<file path="src/rtl/cordic_iter_ctrl_pkg.sv">
// rtl/cordic_iter_ctrl_pkg.sv - shared types, defaults and atan table for the CORDIC iteration controller
// Purpose: FSM state encoding, WIDTH/ITER defaults and the atan(2^-i) table
//          in 0x10000 = 360 deg units, rounded to nearest.
package cordic_iter_ctrl_pkg;

  localparam int WIDTH_DEF = 16;
  localparam int ITER_DEF  = 16;
  localparam int LUT_DEPTH = 16;

  typedef enum logic [1:0] {
    ST_IDLE = 2'd0,
    ST_RUN  = 2'd1,
    ST_DONE = 2'd2
  } state_t;

  localparam logic [15:0] ATAN_LUT [LUT_DEPTH] = '{
    16'h2000, 16'h12E4, 16'h09FB, 16'h0511,
    16'h028B, 16'h0146, 16'h00A3, 16'h0051,
    16'h0029, 16'h0014, 16'h000A, 16'h0005,
    16'h0003, 16'h0001, 16'h0001, 16'h0000
  };

  // Beyond 2^-15 the angle rounds to zero at this resolution.
  function automatic logic [15:0] atan_entry(input int unsigned idx);
    if (idx < LUT_DEPTH) return ATAN_LUT[idx[3:0]];
    return 16'h0000;
  endfunction

endpackage

</file>
<file path="src/rtl/cordic_iter_ctrl.sv">
// rtl/cordic_iter_ctrl.sv - iteration controller for a rotation-mode CORDIC
// Purpose: holds x/y/angle state, sequences ITER micro-rotations through an
//          external combinational rotation ALU, and registers the results.
// Ports:
//   clk, rst_n                 clock, synchronous active-low reset
//   start                      job request, sampled only in IDLE
//   x_in, y_in, target_in      job operands (target: 0x10000 = 360 deg)
//   x_init, y_init             current x/y registers to the ALU
//   x_shift, y_shift           x/y registers arithmetically shifted by i
//   angle, target_angle        accumulated angle, latched target
//   delta_angle                atan table entry for the current step
//   x_alu, y_alu, angle_alu    rotated values returned by the ALU
//   busy, done                 job in flight, one-cycle result strobe
//   x_res, y_res, angle_res    final results, held until the next done
module cordic_iter_ctrl
  import cordic_iter_ctrl_pkg::*;
#(
  parameter int WIDTH = WIDTH_DEF,
  parameter int ITER  = ITER_DEF
) (
  input  logic             clk,
  input  logic             rst_n,
  input  logic             start,
  input  logic [WIDTH-1:0] x_in,
  input  logic [WIDTH-1:0] y_in,
  input  logic [WIDTH-1:0] target_in,
  output logic [WIDTH-1:0] x_init,
  output logic [WIDTH-1:0] y_init,
  output logic [WIDTH-1:0] x_shift,
  output logic [WIDTH-1:0] y_shift,
  output logic [WIDTH-1:0] angle,
  output logic [WIDTH-1:0] target_angle,
  output logic [WIDTH-1:0] delta_angle,
  input  logic [WIDTH-1:0] x_alu,
  input  logic [WIDTH-1:0] y_alu,
  input  logic [WIDTH-1:0] angle_alu,
  output logic             busy,
  output logic             done,
  output logic [WIDTH-1:0] x_res,
  output logic [WIDTH-1:0] y_res,
  output logic [WIDTH-1:0] angle_res
);

  localparam int IW = $clog2(WIDTH) + 1;

  state_t           state_q, state_d;
  logic [IW-1:0]    i_q, i_d;
  logic [WIDTH-1:0] x_q, x_d, y_q, y_d, angle_q, angle_d, target_q, target_d;
  logic [WIDTH-1:0] x_res_q, x_res_d, y_res_q, y_res_d, angle_res_q, angle_res_d;
  logic             done_q, done_d;
  logic [WIDTH+15:0] lut_ext;

  always_comb begin
    state_d     = state_q;
    i_d         = i_q;
    x_d         = x_q;
    y_d         = y_q;
    angle_d     = angle_q;
    target_d    = target_q;
    x_res_d     = x_res_q;
    y_res_d     = y_res_q;
    angle_res_d = angle_res_q;
    done_d      = 1'b0;
    case (state_q)
      ST_IDLE: begin
        if (start) begin
          x_d      = x_in;
          y_d      = y_in;
          target_d = target_in;
          angle_d  = '0;
          i_d      = '0;
          state_d  = ST_RUN;
        end
      end
      ST_RUN: begin
        x_d     = x_alu;
        y_d     = y_alu;
        angle_d = angle_alu;
        i_d     = i_q + 1'b1;
        if (i_q == IW'(ITER - 1)) state_d = ST_DONE;
      end
      ST_DONE: begin
        // x/y/angle already hold the result of the last micro-rotation.
        x_res_d     = x_q;
        y_res_d     = y_q;
        angle_res_d = angle_q;
        done_d      = 1'b1;
        i_d         = '0;
        state_d     = ST_IDLE;
      end
      default: state_d = ST_IDLE;
    endcase
  end

  always_ff @(posedge clk) begin
    if (!rst_n) begin
      state_q     <= ST_IDLE;
      i_q         <= '0;
      x_q         <= '0;
      y_q         <= '0;
      angle_q     <= '0;
      target_q    <= '0;
      x_res_q     <= '0;
      y_res_q     <= '0;
      angle_res_q <= '0;
      done_q      <= 1'b0;
    end else begin
      state_q     <= state_d;
      i_q         <= i_d;
      x_q         <= x_d;
      y_q         <= y_d;
      angle_q     <= angle_d;
      target_q    <= target_d;
      x_res_q     <= x_res_d;
      y_res_q     <= y_res_d;
      angle_res_q <= angle_res_d;
      done_q      <= done_d;
    end
  end

  // Table entries are 16-bit; zero-extend and cut to WIDTH.
  assign lut_ext = {{WIDTH{1'b0}}, atan_entry(32'(i_q))};

  assign x_init       = x_q;
  assign y_init       = y_q;
  assign x_shift      = $signed(x_q) >>> i_q;
  assign y_shift      = $signed(y_q) >>> i_q;
  assign angle        = angle_q;
  assign target_angle = target_q;
  // Only meaningful while rotating; held at zero otherwise so idle outputs are clean.
  assign delta_angle  = (state_q == ST_RUN) ? lut_ext[WIDTH-1:0] : '0;
  assign busy         = (state_q != ST_IDLE);
  assign done         = done_q;
  assign x_res        = x_res_q;
  assign y_res        = y_res_q;
  assign angle_res    = angle_res_q;

endmodule

</file>
<file path="config.mk">
export PLATFORM = sky130hd
export DESIGN_NAME = cordic_iter_ctrl
export DESIGN_NICKNAME = d
export VERILOG_FILES = /design/src/rtl/cordic_iter_ctrl_pkg.sv /design/src/rtl/cordic_iter_ctrl.sv
export SDC_FILE = /design/constraint.sdc
export NUM_CORES = 1
export LEC_CHECK = 0
export ABC_AREA = 1
export CAP_MARGIN = 30
export CORE_UTILIZATION = 45
export CTS_CLUSTER_DIAMETER = 40
export CTS_CLUSTER_SIZE = 25
export DETAILED_ROUTE_END_ITERATION = 8
export PLACE_DENSITY_LB_ADDON = 0.1
export REMOVE_ABC_BUFFERS = 1
export SYNTH_ARGS = -nofsm -noshare
export SYNTH_HDL_FRONTEND = slang
export SYNTH_SLANG_ARGS = --single-unit
export TNS_END_PERCENT = 30
</file>
<file path="constraint.sdc">
create_clock -name clk -period 4.7 [get_ports clk]
set_clock_uncertainty 0.2 [all_clocks]
set_input_delay 0.705 -clock clk [delete_from_list [all_inputs] [get_ports clk]]
set_output_delay 0.705 -clock clk [all_outputs]
set_load 0.1 [all_outputs]
</file>
; ---- Yosys cells after proc, flatten, opt, wreduce, memory -nomap -nowiden
; Memories as Yosys holds them, arrays and structs flattened.
; Index checks and enable logic that the tools add are counted.
[totals]
reg_bits = 120
out_inout_bits = 162
romBits = 256
n_memories = 1
input_bits = 99
[classes]
shift = 2
addsub = 1
n_eq_ne = 5
reduce_logical = 8
bitwise = 1
magnitude_cmp = 2
n_mux = 18
[mem_list]
columns = name, depth, word_bits, rd, rd_clocked_by_memory_dff, write_ports, line
row1 = (name not given), 16, 16, 1, 0, 0, cordic_iter_ctrl_pkg.sv:25  ; if (idx < LUT_DEPTH) return ATAN_LUT[idx[3:0]];
[ops]
columns = op, count
row1 = $mux W16, 8
row2 = $pmux W16 S2, 3
row3 = $sshr A16 B5 Y16, 2
row4 = $pmux W5 S3, 1
row5 = $reduce_and A2 Y1, 4
row6 = $add A5 B1 Y5 const B, 1
row7 = $eq A5 B4 Y1 const B, 1
row8 = $ge A5 B5 Y1 const B, 1
row9 = $lt A5 B5 Y1 const B, 1
row10 = $mux W5, 1
row11 = $not A4 Y5, 1
row12 = $mux W2, 2
row13 = $ne A2 B2 Y1 const B, 2
row14 = $pmux W2 S2, 1
row15 = $reduce_bool A2 Y1, 2
row16 = $reduce_bool A3 Y1, 1
row17 = $eq A2 B1 Y1 const B, 1
row18 = $eq A2 B2 Y1 const B, 1
row19 = $logic_not A2 Y1, 1
row20 = $mux W1, 2

; ---- Logic depth before layout (Yosys ltp)
[logic_depth]
depth_word = 7
ltp_mapped = 10
mapped_depth_nobuf = 9

; ---- Least setup slack after synthesis
; OpenSTA, ideal clock, no wires.
[synth_path]
path_type = flip-flop to output port
start = reg x_q[10], in the netlist x_init[10]
end = out x_shift[7]
t_required_ns = 3.795
t_arrival_ns = 3.527
stages_incl_launch_ff = 7
slack_ns = 0.268
path_cell_list = dfxtp_1 nand2_1 nand3_1 nand2_1 nand2_1 nand2_1 o21ai_0
[synth_via]
elab_chain_cells = 1
[synth_rtl]
columns = item, line
row1 = start: declaration, cordic_iter_ctrl.sv:48  ; logic [WIDTH-1:0] x_q, x_d, y_q, y_d, angle_q, angle_d, target_q, target_d;
row2 = start signal: assignment, cordic_iter_ctrl.sv:99  ; x_q <= '0;
row3 = start signal: assignment, cordic_iter_ctrl.sv:110  ; x_q <= x_d;
row4 = $sshr A16 B5 Y16, cordic_iter_ctrl.sv:126  ; assign x_shift = $signed(x_q) >>> i_q;
row5 = end: declaration, cordic_iter_ctrl.sv:29  ; output logic [WIDTH-1:0] x_shift,
; No other way between the ends.

; ---- Final worst setup path
[layout_path]
start = reg i_q[0]
end = out x_shift[7]
[layout_via]
elab_chain_cells = 1
[layout_rtl]
columns = item, line
row1 = start: declaration, cordic_iter_ctrl.sv:47  ; logic [IW-1:0] i_q, i_d;
row2 = start signal: assignment, cordic_iter_ctrl.sv:109  ; i_q <= i_d;
row3 = $sshr A16 B5 Y16, cordic_iter_ctrl.sv:126
; No other way between the ends.

==> impl_metrics.json <==
{
  "outcome": "completed",
  "rsz0062_at_grt": "no",
  "avgSynthCellArea_um2": 6.20,
  "yosys_most_used_dff": "dfxtp_1",
  "cts_buffers": 17,
  "finalSetupViolCount": 0,
  "port_buffers": 258,
  "min_path_type": "flip-flop to flip-flop",
  "dr_total_vias": 7331,
  "instances_no_fill": 1414,
  "fillers": 1125,
  "fin_crit_sh": 0.739,
  "netlist_area_um2": 6220,
  "rows": 42,
  "final-hold-violation-count": 0,
  "worst-slew-pin-transition_ns": 1.02,
  "place_ws_ns": 1.50,
  "via_per_inst": 5.18,
  "drc": 0,
  "final_layout_size_suffix_gt1_frac": 0.0816,
  "antenna_found_initial": 0,
  "clock_path_buffers": 2,
  "grt_pass1_vias": 6813,
  "overflow": 0,
  "period_needed_ns": 3.47,
  "critical_path_class": "flip-flop to output port",
  "slew_headroom": 0.317,
  "wl_per_cell_um": 15.3,
  "drt_iter0_drc": 544,
  "peakVddDrop_uv": 252,
  "yosys_warnings": 0,
  "slowest_stage": "inv_1",
  "cpMostUsedCell": "nand2_1",
  "fp.coreArea_um2": 13300,
  "dieArea_um2": 14300,
  "endpoint_kind": "output port",
  "timing.fmax_ghz": 0.288,
  "dp.cells": 1382,
  "cts_resized": 0,
  "cap_violations": 0,
  "clk_pin_slew_ns": 0.05,
  "crit_arrival_ns": 2.57,
  "hpwl_um": 14300,
  "timing.critical_path.fanout_max": 29,
  "grt_pass1_wl_um": 34600,
  "mostFrequentLayoutCell": "nand2_1",
  "final_antenna_net_count": 0,
  "cellPowerDensity_nw_per_um2": 386,
  "clock_sinks": 120,
  "synthArstFlopShare": 0,
  "postSynthCellCount": 1003,
  "antennaDiodeCount": 0,
  "critical_path_required_ns": 3.80,
  "cts.hold.buffers_added": 0,
  "die_w_um": 120,
  "ys_ff_latch": 120,
  "power.leakage_nw": 4.39,
  "nNetsFinal": 1332,
  "cts-root-buf": "clkbuf_16",
  "die_h_um": 120,
  "area_growth_pct": 55.6,
  "fin_ws_ns": 1.23,
  "fin_util": 0.725,
  "slowest_delay_ns": 0.64,
  "start_util": 0.466,
  "dr.pass1.iters": 7,
  "wl_um": 21600,
  "synth_edf_count": 0,
  "startpoint_type": "flip-flop",
  "tritoncts": "done",
  "pin_count": 261,
  "cts_max_level": 4,
  "grt_max_degree": 62,
  "ys_seq_area_frac": 0.386,
  "final_cell_mix": "nand2_1 (370), clkdlybuf4s50_1 (213), dfxtp_1 (120), nor2_1 (117), nand3_1 (97)",
  "cp_cell_sequence": "inv_1 > buf_4 > nand2_1 > nand3_1 > nand2_1 > nand2_1 > nand2_1 > o21ai_0 > buf_4",
  "grtUsageTotal": 0.307,
  "clock_latency_ns": 0.42,
  "ys_types": 25,
  "maxSlewViolCount": 0,
  "cts_setup_buffers": 0,
  "gp_congestion": 0.895
}
[where the power goes]
| part | switching [mW] | internal, mW | total [mW] |
|---|---|---|---|
| registers | 0.0503 | 1.06 | 1.11 |
| clock network | 0.476 | 0.806 | 1.28 |
| logic | 0.971 | 0.371 | 1.34 |
[final timing paths]
check / endpoint / from / cells after the start / slack, ns
worst max register to register: angle[13] / state_q[0] / 8 / 2.04
worst min-delay path: angle[1] / angle[1] / 2 / 0.28
worst min register to register: angle[1] / angle[1] / 2 / 0.28
worst max-delay path: x_shift[7] / i_q[0] / 9 / 1.23
[state kept, by name, indices dropped and copies added (netlist names)]
name          count
angle            16
angle_res        16
done              1
i_q               5
state_q           2
target_angle     16
x_init           16
x_res            16
y_init           16
y_res            16
[layer usage]
layer | track usage | up-vias | part of all wire
li1 | - | 3647 | -
met1 | 0.372 | 3321 | 0.42
met2 | 0.512 | 330 | 0.47
met3 | 0.0922 | 33 | 0.091
met4 | 0.110 | 0 | 0.020
met5 | 0 | - | 0
[area by class of cell]
cell class / count / area [um2] / share of cell area
Clock buffer: 21 / 460 / 0.0476
Sequential cell: 120 / 2400 / 0.248
Multi-Input combinational cell: 773 / 3370 / 0.348
Clock inverter: 11 / 121 / 0.0125
Inverter: 43 / 161 / 0.0167
Timing Repair Buffer: 270 / 2950 / 0.304
Tap cell: 176 / 220 / 0.0228
[cells by family (layout without fill, tap and decap cells)]
family / count (synthesis) / after routing / share of synthesized area
flops: 120 / 120 / 0.386
compound gates: 168 / 168 / 0.139
buf+inv: 111 / 345 / 0.0744
fa+ha+maj: 8 / 8 / 0.0161
other cells: 1 / 2 / 0.000603
simple gates: 595 / 595 / 0.383
[worst max-delay path, delay by kind of cell (launching register included)]
family	cells	cell delay, ns
AO/OA/AOI/OAI	1	0.20
buffers and inverters	3	1.28
flip-flops	1	0.30
AND/OR/NAND/NOR	5	0.37
[synthesized netlist by cell type (3+ instances only)]
cell	number	area [um2]
nand2_1	370	1390
nor2_2	4	25.0
buf_2	19	95.1
inv_1	36	135
ha_1	8	100
a211oi_1	4	30.0
inv_2	7	26.3
o21ai_0	89	445
nand3_1	97	485
buf_1	7	26.3
o211ai_1	3	22.5
a21oi_1	67	335
dfxtp_1	120	2400
clkbuf_1	36	135
nor2_1	118	443
buf_4	6	45.0
[metrics by stage]
stage / setup TNS [ns] / hold WS, ns / total power [mW] / instance area, um2
after floorplan: -1.88 / 0.283 / 2.03 / 5920
after global placement: 0 / 0.261 / 2.46 / 9100
after detailed placement: 0 / 0.270 / 2.47 / 9100
after CTS: 0 / 0.280 / 3.75 / 9680
after global routing: 0 / 0.299 / 3.87 / 9680
final: 0 / 0.277 / 3.74 / 9680
No activity file was read; power rests on OpenSTA's default activity.
